--- config.mk ---
export PLATFORM = sky130hd
export DESIGN_NAME = nibble_packer
export DESIGN_NICKNAME = d
export VERILOG_FILES = /design/src/rtl/nibble_packer.sv
export SDC_FILE = /design/constraint.sdc
export NUM_CORES = 1
export LEC_CHECK = 0
export BUFFER_PORTS_ARGS = -buffer_cell sky130_fd_sc_hd__buf_4
export CAP_MARGIN = 15
export CORE_MARGIN = 10
export CORE_UTILIZATION = 40
export CTS_BUF_LIST = sky130_fd_sc_hd__clkbuf_4 sky130_fd_sc_hd__clkbuf_8
export CTS_CLUSTER_DIAMETER = 60
export DETAILED_ROUTE_END_ITERATION = 10
export SLEW_MARGIN = 20
export SYNTH_ARGS = -nofsm -noshare
export SYNTH_HDL_FRONTEND = slang
export SYNTH_SLANG_ARGS = --single-unit
export TNS_END_PERCENT = 100
--- constraint.sdc ---
create_clock -name clk_i -period 4.85 [get_ports clk_i]
set_input_delay 0.7275 -clock clk_i [delete_from_list [all_inputs] [get_ports clk_i]]
set_output_delay 0.7275 -clock clk_i [all_outputs]
set_load 0.1 [all_outputs]
--- src/rtl/nibble_packer.sv ---
// nibble_packer: packs variable-count nibble groups into 32-bit words.
// A 16-nibble buffer collects nibbles in arrival order; full 8-nibble words
// are emitted whenever at least 8 nibbles are held, and a flush request
// drains any remaining partial word (upper nibbles zeroed).
// Optional build feature: define NIBBLE_PACKER_STATS_EN to add words_o,
// a wrapping 16-bit count of output handshakes.
// Handshakes: a transfer happens on a rising edge where valid and ready
// are both high; ready/valid here depend only on registered state.
// state_dbg_o exposes the FSM state (0 = ACCUM, 1 = FLUSH).
module nibble_packer (
    input  logic        clk_i,
    input  logic        rst_i,
    input  logic        in_valid_i,
    output logic        in_ready_o,
    input  logic [31:0] value_i,
    input  logic [3:0]  cnt_i,
    input  logic        flush_i,
    output logic        out_valid_o,
    input  logic        out_ready_i,
    output logic [31:0] value_o,
    output logic [3:0]  out_cnt_o,
`ifdef NIBBLE_PACKER_STATS_EN
    output logic [15:0] words_o,
`endif
    output logic        state_dbg_o
);

    typedef enum logic {
        ACCUM = 1'b0,
        FLUSH = 1'b1
    } state_t;

    state_t      state_q, state_d;
    logic [63:0] buf_q, buf_d;
    logic [4:0]  fill_q, fill_d;

    logic        in_fire;
    logic        out_fire;
    logic [3:0]  cnt_clamped;
    logic [31:0] in_masked;
    logic [4:0]  pop_n;
    logic [4:0]  base;
    logic [63:0] shifted;

    assign state_dbg_o = state_q;

    // Handshake outputs from registered state; unused nibbles of a partial word read as 0.
    always_comb begin
        out_valid_o = 1'b0;
        out_cnt_o   = 4'd0;
        value_o     = 32'd0;
        in_ready_o  = (state_q == ACCUM) && (fill_q <= 5'd8);
        if (fill_q >= 5'd8) begin
            out_valid_o = 1'b1;
            out_cnt_o   = 4'd8;
        end else if ((state_q == FLUSH) && (fill_q != 5'd0)) begin
            out_valid_o = 1'b1;
            out_cnt_o   = fill_q[3:0];
        end
        for (int i = 0; i < 8; i++) begin
            if (out_valid_o && (4'(i) < out_cnt_o)) begin
                value_o[i*4 +: 4] = buf_q[i*4 +: 4];
            end
        end
    end

    // Buffer update: pop the emitted word first, then append new nibbles behind what remains.
    always_comb begin
        cnt_clamped = (cnt_i > 4'd8) ? 4'd8 : cnt_i;
        in_fire     = in_valid_i && in_ready_o;
        out_fire    = out_valid_o && out_ready_i;
        in_masked   = 32'd0;
        for (int i = 0; i < 8; i++) begin
            if (4'(i) < cnt_clamped) begin
                in_masked[i*4 +: 4] = value_i[i*4 +: 4];
            end
        end
        pop_n   = out_fire ? {1'b0, out_cnt_o} : 5'd0;
        base    = fill_q - pop_n;
        shifted = buf_q >> {pop_n, 2'b00};
        buf_d   = shifted;
        fill_d  = base;
        if (in_fire) begin
            // Nibbles at and above fill are always zero, so OR-ing in is safe.
            buf_d  = shifted | ({32'd0, in_masked} << {base, 2'b00});
            fill_d = base + {1'b0, cnt_clamped};
        end
    end

    // Next-state logic: a flush drains everything, then one idle cycle at empty before accepting again.
    always_comb begin
        state_d = state_q;
        case (state_q)
            ACCUM:   if (flush_i) state_d = FLUSH;
            FLUSH:   if (fill_q == 5'd0) state_d = ACCUM;
            default: state_d = ACCUM;
        endcase
    end

    // State, fill level and buffer registers.
    always_ff @(posedge clk_i) begin
        if (rst_i) begin
            state_q <= ACCUM;
            fill_q  <= 5'd0;
            buf_q   <= 64'd0;
        end else begin
            state_q <= state_d;
            fill_q  <= fill_d;
            buf_q   <= buf_d;
        end
    end

`ifdef NIBBLE_PACKER_STATS_EN
    logic [15:0] words_q;

    // Count of output handshakes, wrapping naturally at 16 bits.
    always_ff @(posedge clk_i) begin
        if (rst_i) begin
            words_q <= 16'd0;
        end else if (out_fire) begin
            words_q <= words_q + 16'd1;
        end
    end

    assign words_o = words_q;
`endif

endmodule

==> flow_summary.yaml, run 1 <==
hold_path:
  hold-path-endpoint: "buf_q[12]"
  hp-class: "reg2reg"
  whs_path_depth: 2
  hold_start: "buf_q[44]"
critical_path:
  crit_path_max_incr_delay_ns: 0.64
  crit_arrival_ns: 4.23
  critPathLaunchType: "flop"
  reg2regPathDepth: 11
  worstPathCellList: "nor4bb_4 -> nand2_1 -> inv_1 -> ha_1 -> inv_1 -> fa_1 -> inv_1 -> nand2_1 -> o22ai_1 -> o21ai_0 -> a31oi_1"
  reg2reg_slack_ns: 0.92
  r2r_start: "state_dbg_o"
  r2r-end: "buf_q[20]"
  slowest_stage: "inv_1"
  end_kind: "flop"
  worstPathRequired_ns: 5.15
  cp_max_fo: 22
  critPathKind: "reg2reg"
  cpMostUsedCell: "inv_1"
power:
  seqPwrFrac_pct: 22.4
  combPwrFrac_pct: 66.3
  cellPowerDensity_nw_per_um2: 488.5
  p_int_mw: 1.726
  p_leak_nw: 2.923
  p_clk_share_pct: 11.3
  p_sw_share_pct: 57.01
  p_sw_mw: 2.289
  irDropWorstVdd_mv: 0.2680
  finalPower_mw: 4.015
place:
  hpwl_um: 21300
  dp.cells: 1235
  io_buffer_count: 79
  dpl_cell_area_sq_um: 8044
  gp_congestion: 0.9444
  dp_slack_ns: 0.6951
synth:
  async_flop_share_pct: 0
  ys_top_cells_by_count: "nand3_1, o21ai_0, clkbuf_1, dfxtp_1, nand2_1"
  synth_area_per_cell_sq_um: 7.337
  synth_top_flop_cell: "dfxtp_1"
  synth_seq_cells: 70
  synth_nets: 1051
  yosysMostFrequentCell: "nand3_1"
  synth_area_sq_um: 7345
  ys_types: 73
  yosys.area.top_type_share_pct: 19.08
  yosys_warnings: 0
  yosysSeqAreaShare_pct: 19.08
  synth_top_area_cell: "dfxtp_1"
  synth_edf_count: 0
  synthTopCellsByArea: "dfxtp_1, mux2i_1, nand3_1"
  syn_inst: 1001
sta:
  rsz0062_at_grt: "no"
  fin_setup_tns_ns: 0
  period_minus_slack_ns: 3.933
  slew_headroom_pct: 43.00
  timing.fmax_ghz: 0.2543
  setup_ws_ns: 0.9171
  fin_skew_ns: 0.008150
  drv_slew: 0
  max_slew.worst_pin.slew_ns: 0.8541
  setup_violations: 0
  whs_ns: 0.5646
  post-route-period-util_pct: 81.09
  hold_viol_final: 0
route:
  ant_nets: 0
  firstDrtPassIters: 6
  vias: 8394
  remaining_drc_errors: 0
  vias_per_cell: 6.710
  drt_wl_total_um: 29740
  routedWlPerCell_um: 23.77
  first_iter_violations: 1323
outcome:
  status: "finished clean"
floorplan:
  start_util_pct: 40.75
  core_sq_um: 18020
  ioPinCount: 80
  rows: 49
  dieWidth_um: 155.5
  die_area_sq_um: 24180
  chipHeight_um: 155.5
clocking:
  cts_num_sinks: 70
  h-tree-depth: 3
  clock_path_buffers: 2
  post_cts_resize_count: 0
  cts_buffers: 9
  cts_setup_buffers: 0
  clk_pin_slew_ns: 0.08
  cts_tree: "done"
  cts_root_buf: "clkbuf_8"
  insertion_delay_ns: 0.37
  hold_buffers: 0
cells_and_area:
  multiInputGateArea_sq_um: 5466
  drive_above_1_share_pct: 16.54
  design_area_sq_um: 8219
  syn2layout_area_growth_pct: 11.91
  utilization_pct: 45.60
  diodes: 0
  fillCellCount: 1910
  register_area_sq_um: 1405
  final_cells: 1251
  nets: 1067
run:
  drv_cap: 0
global_route:
  grt_overflow_total: 0
  grt_usage_pct: 23.43
  grt_max_degree: 71
  grt_first_pass_wirelength_um: 46250
  antenna_found_initial: 0
  grt_pass1_vias: 7715
## area by class of cell
cell class                      instances  area share [%]
Clock buffer                           12           1.857
Timing Repair Buffer                  107           9.773
Clock inverter                          4          0.2740
Multi-Input combinational cell        807           66.51
Inverter                               22           1.005
Tap cell                              229           3.486
Sequential cell                        70           17.10
## worst max-delay path by stage
stage                     start        end
finish              state_dbg_o  buf_q[20]
global placement    out_ready_i  buf_q[16]
floorplan           state_dbg_o  fill_q[3]
global route        state_dbg_o  buf_q[43]
CTS                 state_dbg_o  buf_q[20]
detailed placement  out_ready_i  buf_q[20]
## power groups by stage
stage | clock network (mW) | logic, mW | registers (mW)
6_report | 0.454 | 2.66 | 0.901
5_1_grt | 0.465 | 2.83 | 0.917
4_1_cts | 0.449 | 2.61 | 0.891
3_5_place_dp | 0 | 2.60 | 0.905
3_3_place_gp | 0 | 2.60 | 0.907
2_1_floorplan | 0 | 1.94 | 0.814
## logic make-up (layout without fill, tap and decap cells)
family,count (synthesis),count (layout),share of synthesized area (%)
adder cells (fa/ha/maj),9,9,1.738
flip-flops,70,70,19.08
AND/OR/NAND/NOR,345,345,24.36
AO/OA/AOI/OAI,373,373,35.08
buffers and inverters,124,145,7.002
XOR/XNOR,4,4,0.4771
multiplexers,76,76,12.27
## placed cells by master, fill, tap and decap left out, types with 20 or more instances in the layout
cell type | Yosys | layout
mux2i_1 | 45 | 45
nor2b_1 | 32 | 32
and2_1 | 28 | 28
nand4_1 | 20 | 20
a21oi_1 | 47 | 47
a32oi_1 | 25 | 25
mux2_2 | 22 | 22
nor2_1 | 57 | 55
o211ai_1 | 28 | 28
dfxtp_1 | 70 | 69
nand2_1 | 66 | 66
o21ai_0 | 77 | 77
a31oi_1 | 51 | 51
nand3_1 | 81 | 81
buf_4 | 2 | 107
## flip-flops by register name, summed over array words and instances (netlist names)
| name | cells |
|---|---|
| state_dbg_o | 1 |
| fill_q | 5 |
| buf_q | 64 |
## worst max-delay path, delay by kind of cell (launching register included)
family	cells	cell delay, ns
buf+inv	3	0.95
fa+ha+maj	2	0.67
simple gates	3	0.89
compound gates	3	0.71
flops	1	0.62
## metal layers
layer	track usage, %	up-vias	share of wire (%)
met3	5.928	58	11
met2	33.21	524	41
li1	-	3899	-
met5	0	-	0
met1	34.38	3913	45
met4	5.526	0	1.8
No activity file was read; power rests on OpenSTA's default activity.
==> run 2: changes to the inputs <==
clock period = 3.8 ns   (was 4.85 ns; I/O delays follow)
==> flow_summary.yaml, run 2 (same netlist as run 1, synthesis figures left out) <==
outcome:
  status: "finished clean"
floorplan:
  start_util_pct: 40.75
  rows: 49
  dieWidth_um: 155.5
  die_area_sq_um: 24180
  ioPinCount: 80
  chipHeight_um: 155.5
  core_sq_um: 18020
critical_path:
  crit_path_max_incr_delay_ns: 0.71
  cp_num_buf_inv: 2
  cpMostUsedCell: "buf_4"
  worstPathCellList: "buf_4 -> nor2_1 -> o21ai_0 -> and2_1 -> buf_4"
  critPathLaunchType: "flop"
  critical_path.top_delay_family: "simple AND/OR/NAND/NOR gates"
  cp_max_fo: 28
  worstPathRequired_ns: 3.23
  end_kind: "primary output"
  crit_arrival_ns: 2.67
  critPathKind: "reg2out"
  path_depth: 5
  slowest_stage: "nor2_1"
  reg2regPathDepth: 11
route:
  firstDrtPassIters: 6
  ant_nets: 0
  remaining_drc_errors: 0
  vias_per_cell: 6.736
  routedWlPerCell_um: 23.89
  vias: 8541
  first_iter_violations: 1133
  drt_wl_total_um: 30290
sta:
  max_slew.worst_pin.slew_ns: 0.8605
  drv_slew: 0
  fin_skew_ns: 0.007634
  timing.fmax_ghz: 0.3088
  slew_headroom_pct: 42.42
  fin_setup_tns_ns: 0
  setup_violations: 0
  post-route-period-util_pct: 85.21
  rsz0062_at_grt: "no"
  setup_ws_ns: 0.5621
  hold_viol_final: 0
  period_minus_slack_ns: 3.238
power:
  combPwrFrac_pct: 67.9
  p_sw_mw: 2.987
  cellPowerDensity_nw_per_um2: 629.3
  p_clk_share_pct: 11.0
  p_int_mw: 2.328
  irDropWorstVdd_mv: 0.3850
  p_sw_share_pct: 56.20
  seqPwrFrac_pct: 21.1
  p_leak_nw: 3.027
place:
  dp_slack_ns: 0.2775
  hpwl_um: 22250
  io_buffer_count: 79
  dp.cells: 1252
  dpl_cell_area_sq_um: 8260
  gp_congestion: 0.9531
clocking:
  clk_pin_slew_ns: 0.08
  h-tree-depth: 3
  cts_root_buf: "clkbuf_8"
  cts_num_sinks: 70
  insertion_delay_ns: 0.37
  cts_buffers: 9
  cts_tree: "done"
  cts_setup_buffers: 0
  hold_buffers: 0
  clock_path_buffers: 2
  post_cts_resize_count: 0
cells_and_area:
  largest_reg_flops: 64
  largest-register: "buf_q"
  diodes: 0
  design_area_sq_um: 8446
  layout_common_cells: "buf_4, nand3_1, o21ai_0, dfxtp_1, nand2_1"
  syn2layout_area_growth_pct: 14.99
  drive_above_1_share_pct: 18.58
  utilization_pct: 46.86
  nets: 1084
  final_cells: 1268
  final_common_cell: "buf_4"
hold_path:
  whs_path_depth: 3
  hp-class: "in2reg"
global_route:
  grt_pass1_vias: 7899
  antenna_found_initial: 0
  grt_first_pass_wirelength_um: 47050
  grt_max_degree: 63
  grt_overflow_total: 0
  grt_usage_pct: 23.90
run:
  drv_cap: 0
[run 2: area by class of cell]
type | instances | area (sq um)
Clock inverter | 5 | 33.78
Clock buffer | 11 | 151.4
Fill cell | 1853 | 9579
Inverter | 22 | 87.58
Timing Repair Buffer | 124 | 980.9
Multi-Input combinational cell | 807 | 5499
Tap cell | 229 | 286.5
Sequential cell | 70 | 1406
[run 2: metrics by stage]
step	hold WS [ns]	power (mW)
global route	0.5023	5.585
floorplan	0.5022	3.549
global placement	0.5873	4.630
finish	0.4494	5.315
detailed placement	0.5755	4.639
CTS	0.4484	5.225
[run 2: path summary, 6_finish.rpt]
kind                            startpoint          end  slack (ns)
worst max-delay path             fill_q[0]  value_o[18]        0.56
worst min-delay path               flush_i  state_dbg_o        0.45
worst min register to register   buf_q[62]    buf_q[46]        0.60
worst max register to register   fill_q[3]    buf_q[11]        0.59
[run 2: routing by layer]
metal | vias up | share of wire (%) | global-route usage, %
met5 | - | 0 | 0
met4 | 0 | 1.8 | 5.660
met3 | 48 | 12 | 6.231
met2 | 565 | 41 | 33.64
met1 | 3985 | 46 | 35.15
li1 | 3943 | - | -
[run 2: tightest hold or removal path, stage by stage]
cell     delay, ns
buf_4         0.07
o22ai_1       0.06
nor2_1        0.08
[run 2: power by group through the flow]
stage	sequential, mW	clock (mW)	combinational (mW)
2_1_floorplan	1.04	0	2.51
3_3_place_gp	1.13	0	3.50
3_5_place_dp	1.12	0	3.51
4_1_cts	1.11	0.587	3.53
5_1_grt	1.14	0.613	3.83
6_report	1.12	0.584	3.61
